$ cat config.mk
export PLATFORM = sky130hd
export DESIGN_NAME = regs_file_mp_flat
export DESIGN_NICKNAME = d
export VERILOG_FILES = /design/src/rtl/regs_file_pkg.sv /design/src/rtl/regs_file_mp_if.sv /design/src/rtl/regs_scoreboard.sv /design/src/rtl/regs_file_mp.sv /design/src/flat_wrapper.sv
export SDC_FILE = /design/constraint.sdc
export NUM_CORES = 2
export LEC_CHECK = 0
export CAP_MARGIN = 5
export CORE_AREA = 2 2 435 308
export CTS_BUF_LIST = sky130_fd_sc_hd__clkbuf_16
export DETAILED_ROUTE_END_ITERATION = 10
export DIE_AREA = 0 0 437 310
export SYNTH_ARGS = -nofsm -noshare
export SYNTH_HDL_FRONTEND = slang
export SYNTH_SLANG_ARGS = --single-unit
export TNS_END_PERCENT = 5
$ cat constraint.sdc
create_clock -name clk -period 3.7 [get_ports clk]
set_input_delay 0.74 -clock clk [delete_from_list [all_inputs] [get_ports clk]]
set_output_delay 0.74 -clock clk [all_outputs]
set_load 0.02 [all_outputs]
$ cat src/rtl/regs_file_pkg.sv
// Shared types and helpers for the multi-read-port register file and its scoreboard.
package regs_file_pkg;

  // Bulk-clear sequencer states.
  typedef enum logic [0:0] {
    IDLE  = 1'b0,
    CLEAR = 1'b1
  } clr_state_e;

  // Hard-wired zero register number.
  localparam int X0 = 0;

  // Register-number width for a given register count.
  function automatic int aw_of(input int nregs);
    return $clog2(nregs);
  endfunction

endpackage

$ cat src/rtl/regs_file_mp_if.sv
// Decode/writeback-facing bus of the register file: read ports, writeback, issue and bulk clear.
interface regs_file_mp_if #(
  parameter int XLEN  = 32,
  parameter int NREGS = 32,
  parameter int NREAD = 2
);
  import regs_file_pkg::*;

  localparam int AW = aw_of(NREGS);

  logic [NREAD*AW-1:0]   rd_num;
  logic [NREAD*XLEN-1:0] rd_data;
  logic [NREAD-1:0]      rd_busy;
  logic                  wr_en;
  logic [AW-1:0]         wr_num;
  logic [XLEN-1:0]       wr_data;
  logic                  issue_en;
  logic [AW-1:0]         issue_num;
  logic                  clr_req;
  logic                  clr_busy;

  modport slave (
    input  rd_num, wr_en, wr_num, wr_data, issue_en, issue_num, clr_req,
    output rd_data, rd_busy, clr_busy
  );

  modport master (
    output rd_num, wr_en, wr_num, wr_data, issue_en, issue_num, clr_req,
    input  rd_data, rd_busy, clr_busy
  );

endinterface

$ cat src/rtl/regs_scoreboard.sv
// Per-register busy bits with set (issue), clear (writeback) and sequenced wipe inputs,
// plus a raw busy lookup for every read port.
module regs_scoreboard
  import regs_file_pkg::*;
#(
  parameter int  NREGS = 32,
  parameter int  NREAD = 2,
  localparam int AW    = aw_of(NREGS)
) (
  input  logic                clk,
  input  logic                reset,
  input  logic                set_en,
  input  logic [AW-1:0]       set_num,
  input  logic                clr_en,
  input  logic [AW-1:0]       clr_num,
  input  logic                wipe_en,
  input  logic [AW-1:0]       wipe_num,
  input  logic [NREAD*AW-1:0] lk_num,
  output logic [NREAD-1:0]    lk_busy
);

  logic busy_reg [NREGS];

  genvar gi;
  generate
    for (gi = 0; gi < NREGS; gi++) begin : g_bit
      if (gi == X0) begin : g_zero
        assign busy_reg[gi] = 1'b0;
      end else begin : g_live
        logic set_hit;
        logic clr_hit;
        logic wipe_hit;

        assign set_hit  = set_en  && (set_num  == AW'(gi));
        assign clr_hit  = clr_en  && (clr_num  == AW'(gi));
        assign wipe_hit = wipe_en && (wipe_num == AW'(gi));

        // A new producer issued in the same cycle as a writeback keeps the register busy.
        always_ff @(posedge clk or negedge reset) begin
          if (!reset) begin
            busy_reg[gi] <= 1'b0;
          end else if (set_hit) begin
            busy_reg[gi] <= 1'b1;
          end else if (clr_hit || wipe_hit) begin
            busy_reg[gi] <= 1'b0;
          end
        end
      end
    end

    for (gi = 0; gi < NREAD; gi++) begin : g_lookup
      logic [AW-1:0] num;
      assign num         = lk_num[gi*AW +: AW];
      assign lk_busy[gi] = (num != AW'(X0)) && busy_reg[num];
    end
  endgenerate

endmodule

$ cat src/rtl/regs_file_mp.sv
// Multi-read-port integer register file with optional write-to-read bypass, busy
// scoreboard and a sequenced bulk clear that zeroes x1..x(NREGS-1) one per cycle.
module regs_file_mp
  import regs_file_pkg::*;
#(
  parameter int XLEN   = 32,
  parameter int NREGS  = 32,
  parameter int NREAD  = 2,
  parameter int BYPASS = 1
) (
  input logic           clk,
  input logic           reset,
  regs_file_mp_if.slave bus
);

  localparam int            AW       = aw_of(NREGS);
  localparam logic [AW-1:0] X0_NUM   = AW'(X0);
  localparam logic [AW-1:0] LAST_IDX = AW'(NREGS - 1);
  localparam logic [0:0]    ST_IDLE  = IDLE;
  localparam logic [0:0]    ST_CLEAR = CLEAR;

  logic [0:0]      state_reg;
  logic [AW-1:0]   idx_reg;
  logic [XLEN-1:0] regs [NREGS];
  logic            clearing;
  logic            wr_act;
  logic            iss_act;
  logic [NREAD-1:0] sb_busy;

  // Writeback and issue are locked out for the whole clear sequence.
  assign clearing = (state_reg == ST_CLEAR);
  assign wr_act   = !clearing && bus.wr_en    && (bus.wr_num    != X0_NUM);
  assign iss_act  = !clearing && bus.issue_en && (bus.issue_num != X0_NUM);

  always_ff @(posedge clk or negedge reset) begin
    if (!reset) begin
      state_reg <= ST_IDLE;
      idx_reg   <= AW'(1);
    end else begin
      case (state_reg)
        ST_IDLE: begin
          if (bus.clr_req) begin
            state_reg <= ST_CLEAR;
            idx_reg   <= AW'(1);
          end
        end
        ST_CLEAR: begin
          idx_reg <= idx_reg + AW'(1);
          if (idx_reg == LAST_IDX) begin
            state_reg <= ST_IDLE;
          end
        end
        default: state_reg <= ST_IDLE;
      endcase
    end
  end

  always_ff @(posedge clk or negedge reset) begin
    if (!reset) begin
      for (int r = 0; r < NREGS; r++) begin
        regs[r] <= '0;
      end
    end else if (clearing) begin
      regs[idx_reg] <= '0;
    end else if (wr_act) begin
      regs[bus.wr_num] <= bus.wr_data;
    end
  end

  regs_scoreboard #(
    .NREGS (NREGS),
    .NREAD (NREAD)
  ) u_scoreboard (
    .clk      (clk),
    .reset    (reset),
    .set_en   (iss_act),
    .set_num  (bus.issue_num),
    .clr_en   (wr_act),
    .clr_num  (bus.wr_num),
    .wipe_en  (clearing),
    .wipe_num (idx_reg),
    .lk_num   (bus.rd_num),
    .lk_busy  (sb_busy)
  );

  genvar gi;
  generate
    for (gi = 0; gi < NREAD; gi++) begin : g_rd
      logic [AW-1:0] num;
      logic          fwd;

      assign num = bus.rd_num[gi*AW +: AW];
      // wr_act already excludes x0 and the clear sequence, so forwarding never hits either.
      assign fwd = (BYPASS != 0) && wr_act && (bus.wr_num == num);

      assign bus.rd_data[gi*XLEN +: XLEN] = (num == X0_NUM) ? '0 :
                                            fwd             ? bus.wr_data :
                                                              regs[num];
      assign bus.rd_busy[gi] = sb_busy[gi] && !fwd;
    end
  endgenerate

  assign bus.clr_busy = clearing;

endmodule

$ cat src/flat_wrapper.sv
// flat-port wrapper written by rule: the top's interface ports become plain ports
module regs_file_mp_flat import regs_file_pkg::*;
#(
  parameter int XLEN   = 32,
  parameter int NREGS  = 32,
  parameter int NREAD  = 2,
  parameter int BYPASS = 1
)
  (clk, reset, bus_rd_num, bus_wr_en, bus_wr_num, bus_wr_data, bus_issue_en, bus_issue_num, bus_clr_req, bus_rd_data, bus_rd_busy, bus_clr_busy);
  regs_file_mp_if #(.XLEN(XLEN), .NREGS(NREGS), .NREAD(NREAD)) bus_i ();
  input logic clk;
  input logic reset;
  input wire logic [$bits(bus_i.rd_num)-1:0] bus_rd_num;
  input wire logic [$bits(bus_i.wr_en)-1:0] bus_wr_en;
  input wire logic [$bits(bus_i.wr_num)-1:0] bus_wr_num;
  input wire logic [$bits(bus_i.wr_data)-1:0] bus_wr_data;
  input wire logic [$bits(bus_i.issue_en)-1:0] bus_issue_en;
  input wire logic [$bits(bus_i.issue_num)-1:0] bus_issue_num;
  input wire logic [$bits(bus_i.clr_req)-1:0] bus_clr_req;
  output wire logic [$bits(bus_i.rd_data)-1:0] bus_rd_data;
  output wire logic [$bits(bus_i.rd_busy)-1:0] bus_rd_busy;
  output wire logic [$bits(bus_i.clr_busy)-1:0] bus_clr_busy;
  assign bus_i.rd_num = bus_rd_num;
  assign bus_i.wr_en = bus_wr_en;
  assign bus_i.wr_num = bus_wr_num;
  assign bus_i.wr_data = bus_wr_data;
  assign bus_i.issue_en = bus_issue_en;
  assign bus_i.issue_num = bus_issue_num;
  assign bus_i.clr_req = bus_clr_req;
  assign bus_rd_data = bus_i.rd_data;
  assign bus_rd_busy = bus_i.rd_busy;
  assign bus_clr_busy = bus_i.clr_busy;
  regs_file_mp #(.XLEN(XLEN), .NREGS(NREGS), .NREAD(NREAD), .BYPASS(BYPASS)) u_core (.clk(clk), .reset(reset), .bus(bus_i));
endmodule
# Word-level counts from Yosys, hierarchy flattened
# Cells that the tools add are included.
# Widths: inputs -> output; s select.
[totals]
reg_bits = 1061
input_bits = 57
word_cells = 442
[classes]
addsub = 1
n_lt_le_gt_ge = 6
eq_ne = 96
muxes = 90
n_bitwise = 7
reduce_logical = 177
[ops]
columns = ["cell", "n"]
rows = [
  ["$mux 1024", 2],
  ["$and 1024x1024->1024", 1],
  ["$bwmux 1024", 1],
  ["$not 1024->1024", 1],
  ["$bmux 32 s5", 2],
  ["$demux 32 s5", 2],
  ["$mux 32", 10],
  ["$eq 5x5->1 const B", 48],
  ["$eq 5x4->1 const B", 24],
  ["$logic_and 1x1->1", 105],
  ["$mux 1", 68],
  ["$reduce_bool 2->1", 32],
  ["$eq 5x3->1 const B", 12],
  ["$logic_or 1x1->1", 31],
  ["$eq 5x2->1 const B", 6],
  ["$ge 6x6->1 const B", 4],
  ["$not 5->6", 4],
  ["$reduce_bool 5->1", 4],
  ["$eq 5x1->1 const B", 3],
  ["$lt 6x1->1 const B", 2],
  ["$bmux 1 s5", 2],
  ["$eq 5x5->1", 2],
  ["$logic_not 5->1", 2],
  ["$pmux 5 s2", 1],
  ["6 further kinds", 8],
]

# Logic depth before layout (Yosys ltp)
[depth]
word_depth = 8
ltp_mapped = 10
mapped_depth_nobuf = 6

# Modules after synthesis
# A second synthesis with hierarchy kept.
[unflattened]
hier_cells = 4698
hier_area_um2 = 57761.6
[by_module_without_submodules]
columns = ["module", "n_inst", "cells_per_inst", "area_each_um2", "seq_area_each_um2"]
rows = [
  ["regs_file_mp", 1, 4466, 55498.2, 25776.0],
  ["regs_scoreboard", 1, 232, 2263.4, 775.7],
]

# Worst setup path before layout
# OpenSTA, ideal clock, no wires.
[synth_timing]
path_type = "input to output"
startpoint = "in bus_rd_num[1]"
endpoint = "out bus_rd_data[0]"
arrival_time_ns = 2.624
required_time_ns = 2.960
setup_slack_ns = 0.336
cell_stages = 8
path_buffers = 3
path_cell_list = "buf_2 buf_4 and2_0 buf_2 a221oi_2 o21ai_1 a211o_1 a221oi_1"
[synth_between]
elab_chain_len = 6
elab_cells_between_ends = 9
classes_between = "eq/ne: 1; mux: 5; bitwise: 1; reduce/logical: 2"
[synth_lines]
columns = ["element", "line_no", "text"]
rows = [
  ["start: declaration", "flat_wrapper.sv:13", "input wire logic [$bits(bus_i.rd_num)-1:0] bus_rd_num;"],
  ["$not 5->6 (implied by the code)", "regs_file_mp.sv:98", "regs[num];"],
  ["$bmux 32 s5", "regs_file_mp.sv:98", ""],
  ["$mux 32 (implied by the code) (2 in a row)", "regs_file_mp.sv:98", ""],
  ["$mux 32", "regs_file_mp.sv:97", "fwd ? bus.wr_data :"],
  ["$mux 32 (*)", "regs_file_mp.sv:96", "assign bus.rd_data[gi*XLEN +: XLEN] = (num == X0_NUM) ? '0 :"],
  ["end: declaration", "flat_wrapper.sv:20", "output wire logic [$bits(bus_i.rd_data)-1:0] bus_rd_data;"],
]
# Mark *: on every way between the ends. The rest lies on a longest branch, timed or not. The select of a mux whose other input is x is not followed.

# Worst setup path in the final report
[layout_timing]
startpoint = "in bus_rd_num[5]"
endpoint = "out bus_rd_data[32]"
# The elaborated chain is that of the path after synthesis.

==> summary.txt <==
Outcome
  • Status: complete, but fails checks
  • Violated checks: setup timing

Global routing
  • Total congestion overflow: 0
  • Largest net degree at the start of global routing: 215
  • Tot GR Track Use: 40.4%
  • Initial antenna violation count: 15
  • Global-route wire length before repair: 393000 um
  • Vias in the first global route: 50400

Pwr
  • Leakage: 31.8 nW
  • Pwr/cell area: 537 mW/mm2
  • Peak VDD IR: 0.463 mV

Yosys
  • Netlist Area Pre-Place: about 0.059 mm2
  • Warning count from the yosys run: 0
  • Seq cells post-synth: 1061
  • Most common flop cell mapped by yosys: dfrtp_1
  • Netlist cell types: 85
  • Sequential element share of the synthesized area: 45.2%
  • Post-synthesis cell count: 4969
  • Ys async rst share: 100%
  • Number of synthesized flops with an enable pin: 0
  • Syn_nets: approximately 5000
  • Syn Area/Cell: 11.8 um2

Clock tree
  • Reg clk slew, reported paths: approximately 60 ps
  • Worst-Skew Late Latency: roughly 770 ps
  • CTS Buffer Depth: 3
  • Inserted Clock Buffers: 109
  • Clock Sinks: 1061
  • Root Buffer: clkbuf_16
  • H-Tree Level Count: 3
  • CTS tree: built

Worst setup path
  • WP data arrival: 3160 ps
  • CP max FO: 24
  • CP startpoint kind: input port
  • WS Path Type: in2out
  • Critical Path Sink Type: output port
  • Worst Path Required: 2960 ps
  • R2R Setup Slk: 330 ps
  • Reg-to-Reg End: u_core.regs[747]$_DFFE_PN0P_
  • Reg2reg path depth: 6
  • R2R Path Start: u_core.idx_reg[0]$_DFFE_PN1P_

Timing
  • Unrepaired setup endpoints after global routing: yes
  • Worst slew pin tran: roughly 1400 ps
  • Tcrit/Tclk final: 106%
  • Post-route setup slack: -204 ps
  • Fin crit period: about 3900 ps
  • Fmax: 256 MHz
  • Max-slew violations: 0
  • Final setup viols: 24
  • Worst rel slew slack: 6.02%
  • Final Skew: 28.9 ps
  • Final Hold Vio Count: 0

Layout
  • Number of flip-flops under the largest register name: around 1000
  • Layout cells sized above 1: 29.3%
  • Area Overhead vs Synth: 21.9%
  • Fin area: 0.0716 mm2
  • Fin nets: 5463
  • Fin util: 54.4%

Place
  • GP Congestion: 1.01
  • Pre-CTS setup slack: -923 ps
  • DP HPWL: 184000 um
  • Placed inst area: between 0.06 and 0.07 mm2
  • Port Buffers: about 120

Run
  • Max Cap Viol: 0

Detailed routing
  • Initial DRC count: 8825
  • DRC Markers: 0
  • Detailed Routing Iterations Pass 1: 8
  • Routed via count: 53500
  • Wire length per cell: 38.3 um
  • Vias per inst: between 7 and 8
  • Number of routed nets with antenna violations: 0
  • Drt total wl: 279000 um

Die
  • DIE AREA: 0.135 mm2
  • Die Y: 310 um
  • Core area: 0.132 mm2
  • FP Rows: 112
  • Die width: between 400 and 500 um
  • Initial core utilization: 44.6%
  • Ports: between 100 and 150

Min path
  • HP Class: in2async
worst max path at each step:
| stage | slack, ps | start | to |
|---|---|---|---|
| floorplan | 340 | bus_rd_num[1] | bus_rd_data[0] |
| global placement | -990 | bus_wr_en | bus_rd_data[18] |
| detailed placement | -920 | bus_wr_en | bus_rd_data[18] |
| CTS | -220 | bus_rd_num[5] | bus_rd_data[55] |
| global route | -160 | bus_rd_num[5] | bus_rd_data[32] |
| finish | -200 | bus_rd_num[5] | bus_rd_data[32] |
metal layers:
layer  global-route usage (%)  share of wire, %  wire length (um)
met5                    0.701             0.068               189
met4                     18.5               5.4             15100
met3                     19.6                17             47200
met2                     53.5                40            110000
met1                     55.3                38            106000
logic make-up (layout without fill, tap and decap cells):
group	count (synthesis)	in the layout	synth area share, %
flip-flops	1061	1061	45.2
multiplexers	701	701	19.6
AO/OA/AOI/OAI	1814	1814	23.7
AND/OR/NAND/NOR	749	749	5.90
buffers and inverters	622	1142	5.18
other	0	8	0
XOR/XNOR	12	12	0.179
adder cells (fa/ha/maj)	10	10	0.213
cell type report:
| cell class | count | area, um2 |
|---|---|---|
| Antenna cell | 8 | 20.0 |
| Clock buffer | 110 | 2750 |
| Clock inverter | 94 | 732 |
| Fill cell | 11100 | 60100 |
| Inverter | 11 | 41.3 |
| Multi-Input combinational cell | 3286 | 30300 |
| Sequential cell | 1061 | 26600 |
| Tap cell | 1767 | 2210 |
| Timing Repair Buffer | 927 | 8960 |
timing repair:
action | 4_1_cts | 5_1_grt
gates cloned | 2 | 2
hold buffers | 1 | 0
endpoints found under the hold margin | 17 | 0
endpoints found under the setup margin | 66 | 63
pin swaps | 11 | 12
setup buffers | 6 | 13
resized for setup | 257 | 90
through the flow:
| step | total power [W] | setup TNS, ps | cells | hold WS, ps |
|---|---|---|---|---|
| floorplan | 0.0216 | 0 | 4969 | 444 |
| detailed placement | 0.0267 | -32620 | 7030 | 495 |
| global route | 0.0396 | -1460 | 7259 | 478 |
| global placement | 0.0264 | -31550 | 7030 | 494 |
| finish | 0.0385 | -1230 | 7264 | 456 |
| CTS | 0.0379 | -1350 | 7242 | 450 |
synthesized netlist by cell type (12+ instances only):
library cell	n	share of area, %
mux2i_1	298	5.1
a22oi_1	31	0.40
a21oi_1	279	2.4
nor2_1	211	1.3
mux4_2	351	13
nand2_1	294	1.9
dfrtp_1	1060	45
nor3_1	23	0.20
nor2b_1	64	0.68
buf_2	108	0.92
buf_1	13	0.083
nor4_1	14	0.15
mux2_2	45	0.86
nand3_1	25	0.21
a221o_1	18	0.31
nand2b_1	25	0.27
nand3b_1	12	0.15
o22ai_1	91	0.97
o21ai_0	128	1.1
buf_6	32	0.61
a221oi_1	287	4.3
o22a_1	14	0.21
buf_4	40	0.51
o211ai_1	21	0.27
clkbuf_1	406	2.6
a211oi_1	126	1.6
a22o_1	710	11
power breakdown:
part           internal [W]  switching [W]
Sequential           0.0137        0.00220
Combinational       0.00484        0.00645
Clock               0.00609        0.00516
placed cells by master (no fill, tap or decap), drive strengths merged, types with 14 or more instances in the layout:
cell           count
dfrtp           1060
buf              833
a22o             710
mux4             354
mux2i            298
nand2            294
a221oi           291
a21oi            280
nor2             214
o21ai            133
clkbuf           130
a211oi           126
o22ai             91
nor2b             64
inv               50
mux2              49
clkdlybuf4s50     42
clkinv            38
a22oi             31
nand2b            26
nand3             25
nor3              25
o211ai            21
a221o             18
dlygate4sd2       15
nor4              15
o22a              14
worst max-delay path, cell delays in order:
cell	delay, ps
buf_16	210
buf_12	250
mux4_2	560
or3_1	480
nand4_1	210
o211ai_1	240
dlygate4sd2_1	400
Power figures use the tool's default switching activity.
